`config.mk`:
```
export PLATFORM = sky130hd
export DESIGN_NAME = i2c_bus_mon
export DESIGN_NICKNAME = d
export VERILOG_FILES = /design/src/rtl/i2c_bus_mon_pkg.sv /design/src/rtl/i2c_pin_filt.sv /design/src/rtl/i2c_bus_mon.sv
export SDC_FILE = /design/constraint.sdc
export NUM_CORES = 1
export LEC_CHECK = 0
export CAP_MARGIN = 15
export CORE_MARGIN = 2
export CORE_UTILIZATION = 55
export CTS_CLUSTER_SIZE = 25
export DETAILED_ROUTE_END_ITERATION = 6
export HOLD_SLACK_MARGIN = 0.08
export PLACE_DENSITY = 0.76
export SYNTH_ARGS = -nofsm -noshare
export SYNTH_HDL_FRONTEND = slang
export SYNTH_SLANG_ARGS = --single-unit
```
`constraint.sdc`:
```
create_clock -name clk -period 1.4 [get_ports clk]
set_input_delay 0.28 -clock clk [delete_from_list [all_inputs] [get_ports clk]]
set_output_delay 0.28 -clock clk [all_outputs]
set_load 0.02 [all_outputs]
```
`src/rtl/i2c_bus_mon_pkg.sv`:
```
// Shared definitions for the I2C slave front end.
// Bit map of the one-cycle transition bus consumed by the rx/tx paths.
package i2c_bus_mon_pkg;

  localparam int T_BUSSIZE = 5;

  localparam int T_SCL     = 0;
  localparam int T_LASTSDA = 1;
  localparam int T_SCLRISE = 2;
  localparam int T_SCLFALL = 3;
  localparam int T_START   = 4;
  localparam int T_STOP    = 5;

  typedef logic [T_BUSSIZE:0] i2ctrans_t;

endpackage

```
`src/rtl/i2c_pin_filt.sv`:
```
// Two-flop synchroniser plus stable-count glitch filter for one I2C pin.
// Idles high; exposes the filtered level and its next-state value.
module i2c_pin_filt #(
  parameter int FILT_LEN = 3
) (
  input  logic clk,
  input  logic rst,
  input  logic pin_i,
  output logic f_o,
  output logic f_d_o
);

  localparam logic [3:0] CMAX = 4'(FILT_LEN - 1);

  logic       s1_q;
  logic       s2_q;
  logic       f_q;
  logic       f_d;
  logic [3:0] cnt_q;
  logic [3:0] cnt_d;

  always_comb begin
    f_d   = f_q;
    cnt_d = '0;
    if (s2_q != f_q) begin
      if (cnt_q == CMAX) begin
        f_d = s2_q;
      end else begin
        cnt_d = cnt_q + 4'd1;
      end
    end
  end

  always_ff @(posedge clk) begin
    if (rst) begin
      s1_q  <= 1'b1;
      s2_q  <= 1'b1;
      f_q   <= 1'b1;
      cnt_q <= '0;
    end else begin
      s1_q  <= pin_i;
      s2_q  <= s1_q;
      f_q   <= f_d;
      cnt_q <= cnt_d;
    end
  end

  assign f_o   = f_q;
  assign f_d_o = f_d;

endmodule

```
`src/rtl/i2c_bus_mon.sv`:
```
// I2C bus monitor: filtered pins, edge/START/STOP pulses and bus-busy tracking.
// Pulses are registered so they line up with the filtered level change.
module i2c_bus_mon
  import i2c_bus_mon_pkg::*;
#(
  parameter int FILT_LEN = 3,
  parameter int IDLE_CNT = 1023
) (
  input  logic             clk,
  input  logic             rst,
  input  logic             scl_in,
  input  logic             sda_in,
  output logic [T_BUSSIZE:0] i2ctrans,
  output logic             bus_busy
);

  localparam int IW = $clog2(IDLE_CNT + 1);
  localparam logic [IW-1:0] IDLE_MAX = IW'(IDLE_CNT - 1);

  logic scl_f, scl_n;
  logic sda_f, sda_n;

  i2c_pin_filt #(.FILT_LEN(FILT_LEN)) u_scl (
    .clk   (clk),
    .rst   (rst),
    .pin_i (scl_in),
    .f_o   (scl_f),
    .f_d_o (scl_n)
  );

  i2c_pin_filt #(.FILT_LEN(FILT_LEN)) u_sda (
    .clk   (clk),
    .rst   (rst),
    .pin_i (sda_in),
    .f_o   (sda_f),
    .f_d_o (sda_n)
  );

  // START/STOP need SCL high on both sides, so a coincident SCL edge masks them
  logic rise_d, fall_d, start_d, stop_d;
  assign rise_d  = scl_n & ~scl_f;
  assign fall_d  = ~scl_n & scl_f;
  assign start_d = sda_f & ~sda_n & scl_n & scl_f;
  assign stop_d  = ~sda_f & sda_n & scl_n & scl_f;

  logic          rise_q, fall_q, start_q, stop_q;
  logic          last_q;
  logic          busy_q;
  logic [IW-1:0] idle_q;

  always_ff @(posedge clk) begin
    if (rst) begin
      rise_q  <= 1'b0;
      fall_q  <= 1'b0;
      start_q <= 1'b0;
      stop_q  <= 1'b0;
      last_q  <= 1'b0;
      busy_q  <= 1'b0;
      idle_q  <= '0;
    end else begin
      rise_q  <= rise_d;
      fall_q  <= fall_d;
      start_q <= start_d;
      stop_q  <= stop_d;
      if (rise_d) begin
        last_q <= sda_n;
      end
      if (start_q) begin
        busy_q <= 1'b1;
      end else if (stop_q || idle_q == IDLE_MAX) begin
        busy_q <= 1'b0;
      end
      if (busy_q & scl_f & sda_f) begin
        if (idle_q != IDLE_MAX) begin
          idle_q <= idle_q + IW'(1);
        end
      end else begin
        idle_q <= '0;
      end
    end
  end

  always_comb begin
    i2ctrans            = '0;
    i2ctrans[T_SCL]     = scl_f;
    i2ctrans[T_LASTSDA] = last_q;
    i2ctrans[T_SCLRISE] = rise_q;
    i2ctrans[T_SCLFALL] = fall_q;
    i2ctrans[T_START]   = start_q;
    i2ctrans[T_STOP]    = stop_q;
  end

  assign bus_busy = busy_q;

endmodule

```
# After elaboration in Yosys (flattened, before gate mapping)
# Index checks and enable logic that the tools add are counted.
[word_totals] out_inout_bits=7 reg_bits=30 input_bits=4
[classes] n_mux=6 bitwise_logic=17 n_addsub=3 n_reduce_logical=5 n_eq_ne=6
[op_table] cell="$add A10 B1 Y10 const B" count=1
[op_table] cell="$and A1 B1 Y1" count=10
[op_table] cell="$eq A10 B10 Y1 const B" count=1
[op_table] cell="$ne A10 B10 Y1 const B" count=1
[op_table] cell="$add A4 B1 Y4 const B" count=2
[op_table] cell="$eq A4 B2 Y1 const B" count=2
[op_table] cell="$not A1 Y1" count=7
[op_table] cell="$mux W1" count=6
[op_table] cell="$reduce_or A3 Y1" count=2
[op_table] cell="$ne A1 B1 Y1" count=2
[op_table] cell="$reduce_bool A2 Y1" count=1
[op_table] cell="$reduce_or A2 Y1" count=1
[op_table] cell="$logic_or A1 B1 Y1" count=1

# Logic depth before layout (Yosys ltp)
[depth] depth_word=7 mapped_depth=5 ltp_nobuf=5

# Modules after synthesis
# A second synthesis with hierarchy kept.
[hier_totals] cells_unflattened=134 area_unflattened_um2=1336.3
[by_module_without_submodules] mod="i2c_bus_mon" n_inst=1 cells_per_inst=86 area_per_inst_um2=790.8 seq_area_each_um2=320.3
[by_module_without_submodules] mod="i2c_pin_filt" n_inst=2 cells_per_inst=24 area_per_inst_um2=272.8 seq_area_each_um2=140.1

# Worst setup path before layout
# OpenSTA, ideal clock, no wires.
[synth_path] path_kind="register to register" start="register u_sda.cnt_q[0]" end="register u_sda.cnt_q[2]" setup_slack_ns=0.130 path_stages_with_launch=6 synth_period_minus_slack_ns=1.270 setup_ns=0.064 t_arrival_ns=1.206 n_path_buf=0 path_cell_list="dfxtp_1 > inv_1 > ha_1 > nor3b_2 > or3_1 > nor2_1"
[synth_between] elab_chain_len=2 elab_cells_between_ends=3 classes_between="add/sub: 1; eq/ne: 1; reduce/logical: 1"
[synth_lines] item="from (decl)" line="i2c_pin_filt.sv:19" source="logic [3:0] cnt_q;"
[synth_lines] item="from (signal assigned)" line="i2c_pin_filt.sv:44" source="cnt_q <= cnt_d;"
[synth_lines] item="branches (longest 2 deep; another with $add A4 B1 Y4)"
# Parallel ways; which one is timed is not known.
# A chain may end at the register's enable or synchronous reset.

# Final worst setup path
[layout_path] start="register u_sda.cnt_q[1]" end="register last_q"
[layout_between] elab_chain_len=3
[layout_lines] item="$eq A4 B2 Y1" line="i2c_pin_filt.sv:26" source="if (cnt_q == CMAX) begin"
[layout_lines] item="$mux W1" line="i2c_pin_filt.sv:26"
[layout_lines] item="$mux W1" line="i2c_pin_filt.sv:25" source="if (s2_q != f_q) begin"
[layout_lines] item="to (signal assigned)" line="i2c_bus_mon.sv:66" source="last_q <= sda_n;"
[layout_lines] item="to (decl)" line="i2c_bus_mon.sv:47" source="logic last_q;"
# No other way between the ends.

==> reports/metrics.csv <==
metric;value;unit
status;complete, no violations;
met1Wirelength;1239;µm
fmax;739.4;MHz
reg2reg_depth;4;
start_util;59.48;%
cts_root_buf;clkbuf_4;
layout.nets;166;
n_fill_cell;173;
min_from;u_sda.s1_q;
r2r-end;last_q;
hpwl;1939;µm
r2r_start;u_sda.cnt_q[1];
cts-hold-fix-buffers;0;
routed.top_layer;met4;
synth.yosys.seq_area_share;44.36;%
grt_max_degree;10;
slowest_delay;380;ps
dr.pass1.iters;4;
drc;0;
async_flop_share;0;%
die_area;0.002875;mm²
placedInstanceArea;0.001510;mm²
synth_top_area_share;44.36;%
yosysMostFrequentCell;dfxtp_1;
synth_area;0.001354;mm²
htree_levels;2;
regArea;608.1;µm²
die_h;53.62;µm
endpoint;last_q;
first_global_vias;1023;
tns;0;ps
vias_per_cell;5.805;
synth_edf_count;0;
syn_inst;136;
synth_common_cells;30 x dfxtp_1, 9 x nor2_1, 8 x buf_4;
synth_nets;146;
layout.cells.non_filler;185;
avgSynthCellArea;9.954;µm²
rsz0062_at_grt;yes;
first_iter_violations;26;
synth_ff_type;dfxtp_1;
required;1600;ps
ys_ff_latch;30;
vias;1074;
antenna_found_initial;0;
period_needed;1353;ps
slew_headroom;81.19;%
finalWeightedCongestion;0.8871;
wl_met3;125;µm
drt-wirelength-per-cell;14.62;µm
cellLeakagePower;0.6241;nW
io_buffer_count;10;
clockBufferDepth;2;
dr_wl_met2;1309;µm
top_regs;idle_q: 10 flops, u_scl.cnt_q: 4 flops, u_sda.cnt_q: 4 flops;
cp_max_fo;3;
final-setup-viol-count;0;
postLayoutCellArea;0.001599;mm²
core;0.002276;mm²
r2r_setup_slack;50;ps
drtAntennaViolNets;0;
place_inst;176;
regMostFlops;idle_q;
synthDistinctLibCells;45;
grt-ovfl-total;0;
drive_gt1_share;27.39;%
clkSinkCount;30;
fp-row-count;17;
timing.final.crit_share;96.61;%
insertedDiodeCount;0;
hp-class;reg -> reg;
clk_pin_slew;100;ps
hold_viol;0;
worstSetupPathType;reg -> reg;
ys_warn_count;0;
startpoint;u_sda.cnt_q[1];
fin_skew;7.550;ps
grt_pass1_wl;4195;µm
num_io_pins;11;
multi_input_area;688.2;µm²
cpMaxStageDelayCell;dfxtp_1;
drv_slew;0;
path_cells;ha_1 > nor3b_4 > mux2i_2 > a311oi_1;
ys_top_cells_by_area;dfxtp_1 44%, ha_1 5.5%, buf_4 4.4%, xnor2_1 2.6%, nor2_1 2.5%;
end_kind;flop;
die_x;53.62;µm
total_power;0.001433;W
peakVddDrop;0.8084;mV
powerDensity;896.5;mW/mm²
cts_tree;done;
routed_wl;2704;µm
arrival;1560;ps
largest_reg_flops;10;
start_kind;flop;
worstMarginPinSlew;276.7;ps
area_delta_synth_final;18.11;%
grt.total_usage;20.88;%
cts_buffers;5;
insertion_delay;320;ps
max-cap-violations;0;
yosysTopAreaCell;dfxtp_1;
[worst min-delay path by stage]
stage                 end  slack, ps  cells after the start
6_report       u_sda.s2_q        430                      1
5_1_grt        u_scl.s2_q        440                      1
4_1_cts        u_sda.s2_q        430                      1
3_5_place_dp   u_scl.s2_q        410                      1
3_3_place_gp   u_sda.s2_q        400                      1
2_1_floorplan  u_scl.s1_q        380                      1
[report_power, final]
part	internal [W]	switching (W)
clock network	0.000243	0.000289
logic	0.0000235	0.0000132
registers	0.000860	0.00000452
[cell usage in the layout (no fill, tap or decap), types with 2 or more instances in the layout]
cell and instances:
nor4_1 2, a311oi_1 2, nor3_1 3, or3_1 2, clkbuf_4 5, nand2b_1 3, nand3_1 4, and4_2 2
nand2_1 4, nor2_1 9, a31oi_1 5, buf_4 13, nand4_1 2, dlygate4sd2_1 7, a211oi_1 3, a21oi_1 5
a41oi_1 2, ha_1 6, and3_1 2, or2_2 4, xor2_1 2, dfxtp_1 24, o21ai_0 3, nor3b_4 2
xnor2_1 4, clkdlybuf4s50_1 3, inv_1 5, dfxtp_2 6
[worst max-delay path: cells and delay by family (launching register included)]
family / cells / cell delay (ps)
multiplexers: 1 / 340
adder cells (fa/ha/maj): 1 / 160
AO/OA/AOI/OAI: 1 / 130
flip-flops: 1 / 380
AND/OR/NAND/NOR: 1 / 230
[cell families after synthesis]
family	share of synthesized area [%]
adder cells (fa/ha/maj)	5.545
AO/OA/AOI/OAI	12.85
flip-flops	44.36
AND/OR/NAND/NOR	25.42
multiplexers	1.479
buffers and inverters	6.469
XOR/XNOR	3.882
[metal layers]
layer  GRT usage (%)  vias up
met3           8.611        5
met1           24.13      506
li1                -      535
met2           33.13       28
met4           10.68        0
met5               0        -
[per-stage QoR]
stage          setup slack (ps)  util, %  hold WS, ps
6_report                  47.50    70.26        428.2
5_1_grt                  -67.55    70.26        439.0
4_1_cts                   3.871    68.66        429.7
3_5_place_dp             -121.0    66.36        409.8
3_3_place_gp             -69.01    66.36        395.1
2_1_floorplan             129.8        -        383.8
[timing repair]
action | in CTS | in global routing
pin swaps | 0 | 1
gates resized for setup | 8 | 12
buffers inserted | 0 | 1
setup endpoints to repair | 10 | 19
[cell type report]
| type | count | area share, % |
|---|---|---|
| clock buffers | 7 | 3.443 |
| flip-flops and latches | 30 | 38.03 |
| multi-input cells | 91 | 43.04 |
| well taps | 28 | 2.191 |
| clock inverters | 1 | 0.3130 |
| repair buffers | 23 | 11.82 |
| inverters | 5 | 1.174 |
(Power assumes the default switching activity.)
==> patch: new RTL, config.mk and constraints unchanged <==
Change the parameter `IDLE_CNT` from 1023 to 511.
--- a/src/rtl/i2c_bus_mon.sv
+++ b/src/rtl/i2c_bus_mon.sv
@@ -4,7 +4,7 @@
   import i2c_bus_mon_pkg::*;
 #(
   parameter int FILT_LEN = 3,
-  parameter int IDLE_CNT = 1023
+  parameter int IDLE_CNT = 511
 ) (
   input  logic             clk,
   input  logic             rst,
Function: no difference found for any inputs over 10 cycles, from zero or initial values and one cycle with rst high; that may be too few to reach the edited logic, so the function may still have changed.
==> patch against the unedited design <==
Worst setup slack worse by 7.1 ps; worst hold slack got worse by 14 ps; routed wire length decreased by 13%; power grew 0.43%; die area shrank 6.3%; cell count shrank 3.8%; largest cell class unchanged; sequential cell count down 1; combinational power rose by 3%; final area fell by 3.8%; first-iteration DRC count up 62%; synthesized area decreased by 6.8%.
==> patch: results (changes against the unedited design) <==
Worst VDD drop 910 uV (+13%); top cells by area, synth dfxtp_1 46%, ha_1 6.0%, buf_4 3.6%, nor2_1 3.6%, xnor2_1 2.8%; vias in the first global route 896 (-12%); fillers 175 (+1.2%); biggest regs idle_q: 9 flops, u_scl.cnt_q: 4 flops, u_sda.cnt_q: 4 flops; Total Wirelength 2360 um (-13%); largest net degree at the start of global routing 12 (+2); status complete, no violations; worst hold path class reg -> reg; WL met1 1110 um (-11%); initial antenna violation count 0 (unchanged); Finished Cell Area 1540 sq um (-3.8%); CTS HTree Levels 2 (unchanged); leakage 0.000580 uW (-7.1%); CTS root buf clkbuf_4; via count 988 (-8.0%); Starting DRT DRC Count 42 (+62%); metal3 WL 121 um (-3.2%); CP Max Fanout 4 (+1); clk slew on worst S/H paths 90 ps; Total GRT Usage 0.204 (-0.00503); top sig layer met4; CTS Buf Count 5 (unchanged); sequential element share of the synthesized area 0.460 (+0.0167); nets 159 (-4.2%); IO Port Bufs 10 (unchanged); first-pass GRT wire length 3950 um (-5.8%); Max-Slew Margin vs Limit 0.823 (+0.0112); met2 routed WL 1080 um (-18%); ANT cells 0 (unchanged); DR pass1 iterations 4 (unchanged); placed inst area 1400 sq um (-7.1%); sw power 294 uW (-4.2%); Max clock buf depth 2 (unchanged); Worst Path Arrival 1610 ps (+50 ps); warnings from Yosys 0 (unchanged); share of cells above drive strength 1 0.260 (-0.0139); Post-synth ARST share 0 (unchanged); worst skew pair latency 320 ps (about the same); GPL Wtd Cong 0.747 (-16%); Syn Nets 141 (-3.4%); DP Wirelength 1660 um (-14%); distinct cell type count after synthesis 35 (-22%); Post-synth top cells 29 x dfxtp_1, 12 x nor2_1, 7 x nand2_1; Worst Skew 6.77 ps (-0.781 ps)
## patch: cell types whose count changed after synthesis, sizes merged, moves of 2 or more
cell    before  now
nor2b        1    3
buf          9    7
a31oi        5    2
a41oi        2    0
o21bai       0    3
nor3         3    6
nand2        4    7
nor2         9   12
and3         3    1
## patch: cells by family after synthesis
| group | Yosys count | share of synthesized area |
|---|---|---|
| mux | 3 | 0.0238 |
| fa+ha+maj | 6 | 0.0595 |
| flops | 29 | 0.460 |
| xor+xnor | 6 | 0.0417 |
| compound gates | 20 | 0.105 |
| buf+inv | 13 | 0.0575 |
| simple gates | 54 | 0.252 |
## patch: power groups by stage
stage	clock network (uW)	registers [uW]	logic [uW]
floorplan	0	854	18.8
global placement	0	854	34.9
finish	566	836	37.7
detailed placement	0	855	36.1
CTS	570	835	36.3
global route	621	837	42.4
## patch: through the flow
stage          setup TNS (ps)  setup slack, ps  cells  power [uW]
6_report                    0             40.4    178        1440
3_5_place_dp             -871             -103    169         891
4_1_cts                     0             1.80    177        1440
3_3_place_gp             -678            -83.3    169         889
2_1_floorplan               0              102    131         873
5_1_grt                     0            0.774    178        1500
## patch: worst max-delay path: stages (launching register included)
cell and delay [ps]:
dfxtp_1 390, buf_4 160, ha_1 210, nand3_1 150, a21oi_1 200, mux2i_1 190
## patch: final cells by class
| cell class | instances | area share |
|---|---|---|
| timing repair buffer | 19 | 0.103 |
| multi-input combinational | 89 | 0.437 |
| sequential | 29 | 0.380 |
| tap | 28 | 0.0228 |
| inverter | 5 | 0.0122 |
| clock inverter | 1 | 0.00325 |
| clock buffer | 7 | 0.0423 |
## patch: final timing paths
path                    from    endpoint  slack [ps]  cells past startpoint
setup / recovery   idle_q[1]   idle_q[4]          40                      5
hold / removal    u_scl.s1_q  u_scl.s2_q         410                      1
setup reg to reg   idle_q[1]   idle_q[4]          40                      5
hold reg to reg   u_scl.s1_q  u_scl.s2_q         410                      1
## patch: per-layer routing
metal / global-route usage / up-vias
li1: - / 497
met1: 0.275 / 451
met2: 0.293 / 31
met3: 0.0546 / 9
met4: 0.114 / 0
met5: 0 / -
## patch: what timing repair did
action,CTS,global route
hold buffers,0,0
pin swaps,0,3
cloned,0,0
setup buffers,0,1
resized for setup,7,19
endpoints found under the setup margin,7,11
